### config.mk
export PLATFORM = sky130hd
export DESIGN_NAME = datapath_sequencer_flat
export DESIGN_NICKNAME = d
export VERILOG_FILES = /design/src/rtl/datapath_ctrl_pkg.sv /design/src/rtl/datapath_sequencer_if.sv /design/src/rtl/datapath_sequencer_instr_decoder.sv /design/src/rtl/datapath_sequencer.sv /design/src/flat_wrapper.sv
export SDC_FILE = /design/constraint.sdc
export NUM_CORES = 1
export LEC_CHECK = 0
export BUFFER_PORTS_ARGS = -buffer_cell sky130_fd_sc_hd__buf_2
export CORE_MARGIN = 4
export CORE_UTILIZATION = 52
export DETAILED_ROUTE_END_ITERATION = 16
export PLACE_DENSITY = 0.84
export SLEW_MARGIN = 20
export SYNTH_ARGS = -nofsm -noshare
export SYNTH_HDL_FRONTEND = slang
export SYNTH_SLANG_ARGS = --single-unit
### constraint.sdc
create_clock -name clock -period 7.4 [get_ports clock]
set_clock_uncertainty 0.15 [all_clocks]
set_input_delay 0.37 -clock clock [delete_from_list [all_inputs] [get_ports clock]]
set_output_delay 0.37 -clock clock [all_outputs]
set_load 0.02 [all_outputs]
### src/rtl/datapath_ctrl_pkg.sv
// Shared constants, state enum and control-word layout for the LEGv8 datapath sequencer.
package datapath_ctrl_pkg;
  localparam int DATA_W = 64;
  localparam int REG_AW = 5;

  localparam logic [REG_AW-1:0] XZR = 5'd31;

  localparam logic [10:0] OP_ADD  = 11'b10001011000;
  localparam logic [10:0] OP_SUB  = 11'b11001011000;
  localparam logic [10:0] OP_AND  = 11'b10001010000;
  localparam logic [10:0] OP_ORR  = 11'b10101010000;
  localparam logic [10:0] OP_LDUR = 11'b11111000010;
  localparam logic [10:0] OP_STUR = 11'b11111000000;
  localparam logic [9:0]  OP_ADDI = 10'b1001000100;
  localparam logic [9:0]  OP_SUBI = 10'b1101000100;

  localparam logic [4:0] FS_AND = 5'b00000;
  localparam logic [4:0] FS_ORR = 5'b00100;
  localparam logic [4:0] FS_ADD = 5'b01000;
  localparam logic [4:0] FS_SUB = 5'b01001;

  typedef enum logic [3:0] {
    S_IDLE, S_DECODE, S_EXEC, S_LD_ADDR, S_LD_WB,
    S_ST_ADDR, S_ST_WR, S_DONE, S_ILLEGAL
  } state_t;

  typedef enum logic [2:0] {CL_R, CL_I, CL_LD, CL_ST, CL_BAD} iclass_t;

  typedef struct packed {
    logic [REG_AW-1:0] sa;
    logic [REG_AW-1:0] sb;
    logic [REG_AW-1:0] da;
    logic [4:0]        fs;
    logic              cin;
    logic              w;
    logic              selbork;
    logic [DATA_W-1:0] k;
    logic              tri_b2d;
    logic              tri_f2d;
    logic              tri_out2d;
    logic              tri_f2a;
    logic              wr_en;
    logic              rd_en;
  } ctrl_t;
endpackage

### src/rtl/datapath_sequencer_if.sv
// Instruction handshake plus datapath control word between source, sequencer and datapath.
interface datapath_sequencer_if;
  import datapath_ctrl_pkg::*;

  logic [31:0]       instr;
  logic              instr_valid;
  logic              instr_ready;
  logic              done;
  logic              illegal;
  logic [REG_AW-1:0] SA, SB, DA;
  logic [4:0]        FS;
  logic              Cin, W, selbork;
  logic [DATA_W-1:0] k;
  logic              triSelBtoD, triSelFtoD, triSelOuttoD, triSelFtoA;
  logic              writeEn, readEn;

  modport master (
    output instr, instr_valid,
    input  instr_ready, done, illegal, SA, SB, DA, FS, Cin, W, selbork, k,
           triSelBtoD, triSelFtoD, triSelOuttoD, triSelFtoA, writeEn, readEn
  );

  modport slave (
    input  instr, instr_valid,
    output instr_ready, done, illegal, SA, SB, DA, FS, Cin, W, selbork, k,
           triSelBtoD, triSelFtoD, triSelOuttoD, triSelFtoA, writeEn, readEn
  );
endinterface

### src/rtl/datapath_sequencer_instr_decoder.sv
// Combinational LEGv8 decode: instruction class, register fields, extended immediate, ALU op.
module instr_decoder
  import datapath_ctrl_pkg::*;
(
  input  logic [31:0]       instr,
  output iclass_t           iclass,
  output logic [REG_AW-1:0] rn,
  output logic [REG_AW-1:0] rm,
  output logic [REG_AW-1:0] rd,
  output logic [DATA_W-1:0] imm,
  output logic [4:0]        fs,
  output logic              cin
);
  always_comb begin
    iclass = CL_BAD;
    fs     = FS_ADD;
    cin    = 1'b0;
    imm    = '0;
    rn     = instr[9:5];
    rm     = instr[20:16];
    rd     = instr[4:0];
    case (instr[31:21])
      OP_ADD:  iclass = CL_R;
      OP_SUB:  begin iclass = CL_R; fs = FS_SUB; cin = 1'b1; end
      OP_AND:  begin iclass = CL_R; fs = FS_AND; end
      OP_ORR:  begin iclass = CL_R; fs = FS_ORR; end
      OP_LDUR: begin iclass = CL_LD; imm = {{(DATA_W-9){instr[20]}}, instr[20:12]}; end
      OP_STUR: begin iclass = CL_ST; imm = {{(DATA_W-9){instr[20]}}, instr[20:12]}; end
      default: ;
    endcase
    // 10-bit I-format opcodes do not alias any of the 11-bit ones above
    if (iclass == CL_BAD) begin
      case (instr[31:22])
        OP_ADDI: begin iclass = CL_I; imm = {{(DATA_W-12){1'b0}}, instr[21:10]}; end
        OP_SUBI: begin
          iclass = CL_I; fs = FS_SUB; cin = 1'b1;
          imm = {{(DATA_W-12){1'b0}}, instr[21:10]};
        end
        default: ;
      endcase
    end
  end
endmodule

### src/rtl/datapath_sequencer.sv
// Multi-cycle LEGv8 control sequencer; outputs are registered from the next state.
// ILLEGAL_TRAP_EN: unsupported opcodes trap in ILLEGAL until reset instead of retiring as NOPs.
module datapath_sequencer
  import datapath_ctrl_pkg::*;
(
  input  logic clock,
  input  logic reset,
  datapath_sequencer_if.slave bus
);
  state_t            state, nxt;
  logic [31:0]       ir;
  ctrl_t             ctrl_q, ctrl_d;
  logic              rdy_q, rdy_d, done_q, done_d;
  logic              accept;
  iclass_t           iclass;
  logic [REG_AW-1:0] rn, rm, rd;
  logic [DATA_W-1:0] imm;
  logic [4:0]        fs;
  logic              cin;

  instr_decoder u_dec (
    .instr(ir), .iclass(iclass), .rn(rn), .rm(rm), .rd(rd),
    .imm(imm), .fs(fs), .cin(cin)
  );

  assign accept = (state == S_IDLE) && rdy_q && bus.instr_valid;

  always_ff @(posedge clock) begin
    if (reset) begin
      state  <= S_IDLE;
      ir     <= '0;
      ctrl_q <= '0;
      rdy_q  <= 1'b0;
      done_q <= 1'b0;
    end else begin
      state  <= nxt;
      ctrl_q <= ctrl_d;
      rdy_q  <= rdy_d;
      done_q <= done_d;
      if (accept) ir <= bus.instr;
    end
  end

  always_comb begin
    nxt    = state;
    ctrl_d = '0;
    rdy_d  = 1'b0;
    done_d = 1'b0;
    case (state)
      S_IDLE:    if (accept) nxt = S_DECODE;
      S_DECODE:
        case (iclass)
          CL_R, CL_I: nxt = S_EXEC;
          CL_LD:      nxt = S_LD_ADDR;
          CL_ST:      nxt = S_ST_ADDR;
`ifdef ILLEGAL_TRAP_EN
          default:    nxt = S_ILLEGAL;
`else
          default:    nxt = S_DONE;
`endif
        endcase
      S_EXEC:    nxt = S_DONE;
      S_LD_ADDR: nxt = S_LD_WB;
      S_LD_WB:   nxt = S_DONE;
      S_ST_ADDR: nxt = S_ST_WR;
      S_ST_WR:   nxt = S_DONE;
      S_DONE:    nxt = S_IDLE;
      S_ILLEGAL: nxt = S_ILLEGAL;
      default:   nxt = S_IDLE;
    endcase

    // Control word belongs to the state being entered so it lines up with it
    case (nxt)
      S_IDLE: rdy_d = 1'b1;
      S_DONE: done_d = 1'b1;
      S_EXEC: begin
        ctrl_d.sa      = rn;
        ctrl_d.sb      = rm;
        ctrl_d.da      = rd;
        ctrl_d.fs      = fs;
        ctrl_d.cin     = cin;
        ctrl_d.tri_f2d = 1'b1;
        ctrl_d.w       = (rd != XZR);
        if (iclass == CL_I) begin
          ctrl_d.selbork = 1'b1;
          ctrl_d.k       = imm;
        end
      end
      S_LD_ADDR, S_LD_WB, S_ST_ADDR, S_ST_WR: begin
        ctrl_d.sa      = rn;
        ctrl_d.selbork = 1'b1;
        ctrl_d.k       = imm;
        ctrl_d.fs      = FS_ADD;
        ctrl_d.tri_f2a = 1'b1;
        if (nxt == S_LD_ADDR || nxt == S_LD_WB) begin
          ctrl_d.rd_en = 1'b1;
        end else begin
          ctrl_d.sb      = rd;
          ctrl_d.tri_b2d = 1'b1;
        end
        if (nxt == S_LD_WB) begin
          ctrl_d.tri_out2d = 1'b1;
          ctrl_d.da        = rd;
          ctrl_d.w         = (rd != XZR);
        end
        if (nxt == S_ST_WR) ctrl_d.wr_en = 1'b1;
      end
      default: ;
    endcase
  end

`ifdef ILLEGAL_TRAP_EN
  logic ill_q;
  always_ff @(posedge clock) begin
    if (reset) ill_q <= 1'b0;
    else       ill_q <= (nxt == S_ILLEGAL);
  end
  assign bus.illegal = ill_q;
`else
  assign bus.illegal = 1'b0;
`endif

  assign bus.instr_ready  = rdy_q;
  assign bus.done         = done_q;
  assign bus.SA           = ctrl_q.sa;
  assign bus.SB           = ctrl_q.sb;
  assign bus.DA           = ctrl_q.da;
  assign bus.FS           = ctrl_q.fs;
  assign bus.Cin          = ctrl_q.cin;
  assign bus.W            = ctrl_q.w;
  assign bus.selbork      = ctrl_q.selbork;
  assign bus.k            = ctrl_q.k;
  assign bus.triSelBtoD   = ctrl_q.tri_b2d;
  assign bus.triSelFtoD   = ctrl_q.tri_f2d;
  assign bus.triSelOuttoD = ctrl_q.tri_out2d;
  assign bus.triSelFtoA   = ctrl_q.tri_f2a;
  assign bus.writeEn      = ctrl_q.wr_en;
  assign bus.readEn       = ctrl_q.rd_en;
endmodule

### src/flat_wrapper.sv
// flat-port wrapper written by rule: the top's interface ports become plain ports
module datapath_sequencer_flat import datapath_ctrl_pkg::*;
  (clock, reset, bus_instr, bus_instr_valid, bus_instr_ready, bus_done, bus_illegal, bus_SA, bus_SB, bus_DA, bus_FS, bus_Cin, bus_W, bus_selbork, bus_k, bus_triSelBtoD, bus_triSelFtoD, bus_triSelOuttoD, bus_triSelFtoA, bus_writeEn, bus_readEn);
  datapath_sequencer_if bus_i ();
  input  logic clock;
  input  logic reset;
  input wire logic [$bits(bus_i.instr)-1:0] bus_instr;
  input wire logic [$bits(bus_i.instr_valid)-1:0] bus_instr_valid;
  output wire logic [$bits(bus_i.instr_ready)-1:0] bus_instr_ready;
  output wire logic [$bits(bus_i.done)-1:0] bus_done;
  output wire logic [$bits(bus_i.illegal)-1:0] bus_illegal;
  output wire logic [$bits(bus_i.SA)-1:0] bus_SA;
  output wire logic [$bits(bus_i.SB)-1:0] bus_SB;
  output wire logic [$bits(bus_i.DA)-1:0] bus_DA;
  output wire logic [$bits(bus_i.FS)-1:0] bus_FS;
  output wire logic [$bits(bus_i.Cin)-1:0] bus_Cin;
  output wire logic [$bits(bus_i.W)-1:0] bus_W;
  output wire logic [$bits(bus_i.selbork)-1:0] bus_selbork;
  output wire logic [$bits(bus_i.k)-1:0] bus_k;
  output wire logic [$bits(bus_i.triSelBtoD)-1:0] bus_triSelBtoD;
  output wire logic [$bits(bus_i.triSelFtoD)-1:0] bus_triSelFtoD;
  output wire logic [$bits(bus_i.triSelOuttoD)-1:0] bus_triSelOuttoD;
  output wire logic [$bits(bus_i.triSelFtoA)-1:0] bus_triSelFtoA;
  output wire logic [$bits(bus_i.writeEn)-1:0] bus_writeEn;
  output wire logic [$bits(bus_i.readEn)-1:0] bus_readEn;
  assign bus_i.instr = bus_instr;
  assign bus_i.instr_valid = bus_instr_valid;
  assign bus_instr_ready = bus_i.instr_ready;
  assign bus_done = bus_i.done;
  assign bus_illegal = bus_i.illegal;
  assign bus_SA = bus_i.SA;
  assign bus_SB = bus_i.SB;
  assign bus_DA = bus_i.DA;
  assign bus_FS = bus_i.FS;
  assign bus_Cin = bus_i.Cin;
  assign bus_W = bus_i.W;
  assign bus_selbork = bus_i.selbork;
  assign bus_k = bus_i.k;
  assign bus_triSelBtoD = bus_i.triSelBtoD;
  assign bus_triSelFtoD = bus_i.triSelFtoD;
  assign bus_triSelOuttoD = bus_i.triSelOuttoD;
  assign bus_triSelFtoA = bus_i.triSelFtoA;
  assign bus_writeEn = bus_i.writeEn;
  assign bus_readEn = bus_i.readEn;
  datapath_sequencer u_core (.clock(clock), .reset(reset), .bus(bus_i));
endmodule
## Word level (Yosys, flattened, before mapping)

Index checks and enable logic that the tools add are counted.

| operators by class | value |
|---|---|
| mux-type cells | 29 |
| equal/unequal tests | 26 |
| reduce and logical (&&, ||, !) cells | 14 |
| bitwise operators | 2 |

Operators with widths:

| kind | count |
|---|---|
| 64-bit 2-to-1 mux | 3 |
| 66-bit case mux with 2 select lines | 1 |
| 11-bit equality test (second input constant) | 6 |
| 65-bit 2-to-1 mux | 1 |
| 20-bit case mux with 2 select lines | 1 |
| 4-bit by 3-bit equality test with 1-bit output (second input constant) | 7 |
| 4-bit case mux with 6 select lines | 1 |
| 10-bit equality test (second input constant) | 2 |
| 5-bit 2-to-1 mux | 4 |
| 3-bit case mux with 3 select lines | 2 |
| 4-bit by 2-bit equality test with 1-bit output (second input constant) | 4 |
| 4-bit case mux with 3 select lines | 1 |
| 1-bit 2-to-1 mux | 11 |
| 2-bit OR reduction | 5 |
| 3-bit 2-to-1 mux | 3 |
| 4-bit zero test | 2 |
| 4-bit OR reduction | 2 |
| 3-bit by 2-bit equality test with 1-bit output (second input constant) | 2 |
| 5-bit != test (second input constant) | 1 |
| 4-bit by 1-bit equality test with 1-bit output (second input constant) | 1 |
| 4-bit equality test (second input constant) | 1 |
| 4-bit 2-to-1 mux | 1 |
| 3-bit by 1-bit equality test with 1-bit output (second input constant) | 1 |
| 3-bit equality test (second input constant) | 1 |
| other kinds (5) | 7 |

| storage, ports and cells | value |
|---|---|
| register bits | 131 |
| output and inout port bits | 96 |
| word-level logic and storage cells | 89 |
| input bits | 35 |

## Logic depth before layout (Yosys ltp)

| logic depth | value |
|---|---|
| word-level depth | 13 |
| gate-level depth with buffers | 8 |
| depth with buffers taken out | 6 |

## Cells and area by module

From an unflattened synthesis, not the netlist that was laid out.

| unflattened totals | value |
|---|---|
| cell total of the unflattened synthesis | 742 |
| area, all modules | 6072.1 sq um |

Modules (own cells, without submodules):

| module | area each (sq um) | seq. area each (sq um) | times used | cells each |
|---|---|---|---|---|
| datapath_sequencer | 5246.3 | 2622.5 | 1 | 638 |
| instr_decoder | 825.8 | 0.0 | 1 | 104 |

## Worst setup path after synthesis

OpenSTA, ideal clock, no wires.

| timing path | value |
|---|---|
| kind | flip-flop to flip-flop |
| start point | reg u_core.state[2] |
| end point | reg u_core.ctrl_q (netlist bit u_core.bus.k[10]) |
| period minus slack after synthesis | 2383 ps |
| slack | 5017 ps |
| stages on the path, launching flop included | 7 |
| arrival time | 2118 ps |
| setup time | 115 ps |
| cell sequence | dfxtp_1 buf_6 or4b_4 or4_4 a211o_1 and4_1 o21a_1 |

| on the way | value |
|---|---|
| cells in the longest elaborated chain, start to end | 8 |

Ends and longest elaborated chain:

| what | line | source |
|---|---|---|
| start: declaration | datapath_sequencer.sv:10 | `state_t state, nxt;` |
| start signal: assignment | datapath_sequencer.sv:36 | `state <= nxt;` |
| 4-bit zero test | datapath_sequencer.sv:26, datapath_sequencer.sv:49 |  |
| 1-bit logical AND (2 in a row) | datapath_sequencer.sv:26 | `assign accept = (state == S_IDLE) && rdy_q && bus.instr_valid;` |
| 4-bit 2-to-1 mux | datapath_sequencer.sv:50 | `S_IDLE: if (accept) nxt = S_DECODE;` |
| 4-bit case mux with 6 select lines * | datapath_sequencer.sv:49 | `case (state)` |
| 4-bit by 3-bit equality test with 1-bit output / 4-bit by 2-bit equality test with 1-bit output (equally long branches) | datapath_sequencer.sv:73 | `case (nxt)` |
| 4-bit OR reduction | datapath_sequencer.sv:73 |  |
| 66-bit case mux with 2 select lines * | datapath_sequencer.sv:73 |  |
| end signal: assignment | datapath_sequencer.sv:37 | `ctrl_q <= ctrl_d;` |
| end: declaration | datapath_sequencer.sv:12 | `ctrl_t ctrl_q, ctrl_d;` |

Mark *: on every way between the ends. The rest lies on a longest branch, timed or not.
A chain may end at the register's enable or synchronous reset.

## Worst setup path in the final report

| timing path | value |
|---|---|
| start point | reg u_core.ir[22] |
| end point | reg u_core.ctrl_q (netlist bit u_core.bus.k[11]) |

| on the way | value |
|---|---|
| cells in the longest elaborated chain, start to end | 12 |

Ends and longest elaborated chain:

| what | line | source |
|---|---|---|
| start: declaration | datapath_sequencer.sv:11 | `logic [31:0] ir;` |
| start signal: assignment | datapath_sequencer.sv:40 | `if (accept) ir <= bus.instr;` |
| 11-bit equality test | datapath_sequencer_instr_decoder.sv:22 | `case (instr[31:21])` |
| 4-bit OR reduction (no source line) | n/a |  |
| 3-bit case mux with 3 select lines | datapath_sequencer_instr_decoder.sv:22 |  |
| 3-bit equality test / 3-bit 2-to-1 mux (equally long branches) | datapath_sequencer_instr_decoder.sv:32, datapath_sequencer_instr_decoder.sv:33 |  |
| 3-bit 2-to-1 mux | datapath_sequencer_instr_decoder.sv:32 | `if (iclass == CL_BAD) begin` |
| 3-bit by 1-bit equality test with 1-bit output / 3-bit zero test (equally long branches) | datapath_sequencer.sv:52, datapath_sequencer.sv:84 |  |
| 2-bit OR reduction | datapath_sequencer.sv:52 | `case (iclass)` |
| 3-bit case mux with 3 select lines | datapath_sequencer.sv:52 |  |
| 4-bit case mux with 6 select lines | datapath_sequencer.sv:49 |  |
| 4-bit by 3-bit equality test with 1-bit output / 4-bit by 2-bit equality test with 1-bit output (equally long branches) | datapath_sequencer.sv:73 |  |
| 4-bit OR reduction | datapath_sequencer.sv:73 |  |
| 66-bit case mux with 2 select lines * | datapath_sequencer.sv:73 |  |

Marked as above.

==> results.sh <==
export IMPL_wl_per_cell_um=14.6
export IMPL_ctsHoldBuffers=0
export IMPL_postCtsSetupRepairBufs=0
export IMPL_power_density_nw_per_um2=311
export IMPL_remaining_drc_errors=0
export IMPL_drtPass1Iterations=5
export IMPL_hpwl_mm=5.53
export IMPL_layout_drive_gt1_share_pct=38.7
export IMPL_outcome="complete, no violations"
export IMPL_h_tree_depth=3
export IMPL_grt_pass1_vias=2524
export IMPL_insertedDiodeCount=0
export IMPL_vias_per_cell=5.20
export IMPL_cts_buffers_inserted=9
export IMPL_slew_violations=0
export IMPL_post_cts_resized=0
export IMPL_dpl_worst_slack_ns=4.64
export IMPL_critPathKind="flip-flop to flip-flop"
export IMPL_finalPower_mw=1.19
export IMPL_finalInstanceArea_um2=3830
export IMPL_synth_area_per_cell_um2=9.23
export IMPL_grt_pass1_wl_mm=11.7
export IMPL_crit_chain="nor4b_1, o2111a_1, o31a_2, nor4b_4, nand2_2, a22oi_2"
export IMPL_async_flop_share_pct=0
export IMPL_arrival_ns=2.94
export IMPL_antenna_found_initial=0
export IMPL_detail_route_antenna_nets=0
export IMPL_synth_ff_type="dfxtp_1"
export IMPL_met1Wirelength_mm=3.06
export IMPL_synthesis_area_um2=3390
export IMPL_start_kind="flip-flop"
export IMPL_maxCapViolations=0
export IMPL_crit_path_end_kind="flip-flop"
export IMPL_rsz0062_at_grt="no"
export IMPL_synth_seq_cells=78
export IMPL_ys_seq_area_share_pct=46.1
export IMPL_cp_max_fo=12
export IMPL_vdd_ir_drop_worst_uv=169
export IMPL_grt_max_degree=53
export IMPL_cts_num_sinks=78
export IMPL_overflow=0
export IMPL_timing_setup_tns_ns=0
export IMPL_yosysWarnings=0
export IMPL_ys_types=48
export IMPL_cts_tree="done"
export IMPL_dieArea_um2=7870
export IMPL_dr_wl_met2_mm=3.51
export IMPL_worst_path_buf_inv=0
export IMPL_clk_pin_slew_ns=0.07
export IMPL_worstMarginPinSlew_ns=0.864
export IMPL_port_buffers=127
export IMPL_setup_ws_ns=4.58
export IMPL_ioPinCount=131
export IMPL_place_gp_congestion=0.929
export IMPL_placed_cell_area_um2=3590
export IMPL_post_route_util_pct=60.3
export IMPL_leakage_nw=1.77
export IMPL_cts_root_buffer_cell="clkbuf_8"
export IMPL_post_route_period_util_pct=38.1
export IMPL_hold_ws_ns=0.100
export IMPL_syn_inst=367
export IMPL_slew_headroom_pct=42.4
export IMPL_drt_wl_total_mm=7.53
export IMPL_max_freq_mhz=355
export IMPL_coreArea_um2=6350
export IMPL_crit_path_top_delay_cell="nor4b_1"
export IMPL_drt_iter0_markers=153
export IMPL_hold_viol_final=0
export IMPL_critPathMaxStageDelay_ns=0.57
export IMPL_finalSetupViolCount=0
export IMPL_grt_use_total_pct=19.4
export IMPL_num_rows=29
export IMPL_clk_latency_ns=0.35
export IMPL_nets=468
export IMPL_clockBufferDepth=2
export IMPL_routed_top_layer="met4"
export IMPL_synth_edf_count=0
export IMPL_placed_cells=499
export IMPL_start_util_pct=53.3
export IMPL_min_period_ns=2.82
export IMPL_layout_cells_non_filler=514
export IMPL_die_height_um=88.7
export IMPL_met3WireLength_um=775
export IMPL_path_delay_family="simple AND/OR/NAND/NOR gates"
export IMPL_cp_required_ns=7.53
export IMPL_syn_to_final_growth_pct=13.1
export IMPL_die_x_um=88.7
export IMPL_min_path_type="primary input to flip-flop"
export IMPL_via_count=2675
## tightest hold or removal path, cell delays in order
cell     delay (ns)
buf_2          0.09
nand2_1        0.04
a21oi_1        0.05
## sequential cells by signal, indices dropped and copies added (netlist names)
name	count
u_core.ir	32
u_core.bus.k	13
u_core.bus.DA	5
u_core.bus.SA	5
u_core.bus.SB	5
u_core.state	4
u_core.bus.FS	3
u_core.bus.Cin	1
u_core.bus.W	1
u_core.bus.done	1
u_core.bus.instr_ready	1
u_core.bus.readEn	1
u_core.bus.selbork	1
u_core.bus.triSelBtoD	1
u_core.bus.triSelFtoA	1
u_core.bus.triSelFtoD	1
u_core.bus.triSelOuttoD	1
u_core.bus.writeEn	1
## cell usage after synthesis, drive strengths merged (2+ instances only)
cell / instances / area, um2
a211o: 2 / 17.5
a21oi: 42 / 229
a221oi: 2 / 17.5
a22o: 5 / 43.8
a22oi: 11 / 87.6
a31oi: 4 / 40.0
and2: 12 / 75.1
and3: 5 / 33.8
and4: 2 / 17.5
buf: 59 / 458
clkbuf: 15 / 86.3
dfxtp: 78 / 1560
inv: 4 / 15.0
nand2: 75 / 284
nand2b: 2 / 12.5
nand3: 5 / 37.5
nor2: 10 / 37.5
nor2b: 2 / 12.5
nor3: 5 / 47.5
nor4: 2 / 12.5
nor4b: 3 / 41.3
o21a: 2 / 15.0
o31a: 2 / 27.5
o41ai: 2 / 17.5
or3b: 3 / 28.8
or4b: 3 / 41.3
## layout by cell type (no fill, tap or decap), drive strengths merged, types with 4 or more instances in the layout
cell and n:
dfxtp 78, and3 5, a22o 5, inv 4
nand2 75, and2 12, a21oi 42, a31oi 4
clkbuf 11, nor2 10, nand3 5, buf 128
nor3 5, a22oi 11
## report_power, final
part           internal (mW)  switching, mW
Combinational          0.118          0.206
Clock                  0.231          0.146
Sequential             0.455         0.0342
Total                  0.804          0.386
## cell families after synthesis
kind of cell / share of synthesized area [%]
flops: 46.1
xor+xnor: 0.259
other cells: 0.111
buf+inv: 16.8
simple gates: 21.2
compound gates: 15.5
## final timing paths
path                 startpoint                to  slack, ns  depth (start not counted)
setup / recovery  u_core.ir[22]  u_core.bus.k[11]       4.58                          6
hold / removal     bus_instr[5]      u_core.ir[5]       0.10                          3
hold reg to reg    u_core.ir[6]      u_core.ir[6]       0.30                          2
setup reg to reg  u_core.ir[22]  u_core.bus.k[11]       4.58                          6
## cell type report
cell class              count  area, um2
clock inverters             4       95.1
repair buffers            128        643
flip-flops and latches     78       1560
clock buffers              11        141
well taps                  77       96.3
fillers                   546       2520
multi-input cells         212       1280
inverters                   4       15.0
## per-layer routing
metal,vias up,GRT usage [%]
met5,-,0
met3,15,5.77
met4,0,9.07
met2,128,32.4
li1,1317,-
met1,1215,22.9
Power figures use the tool's default switching activity.
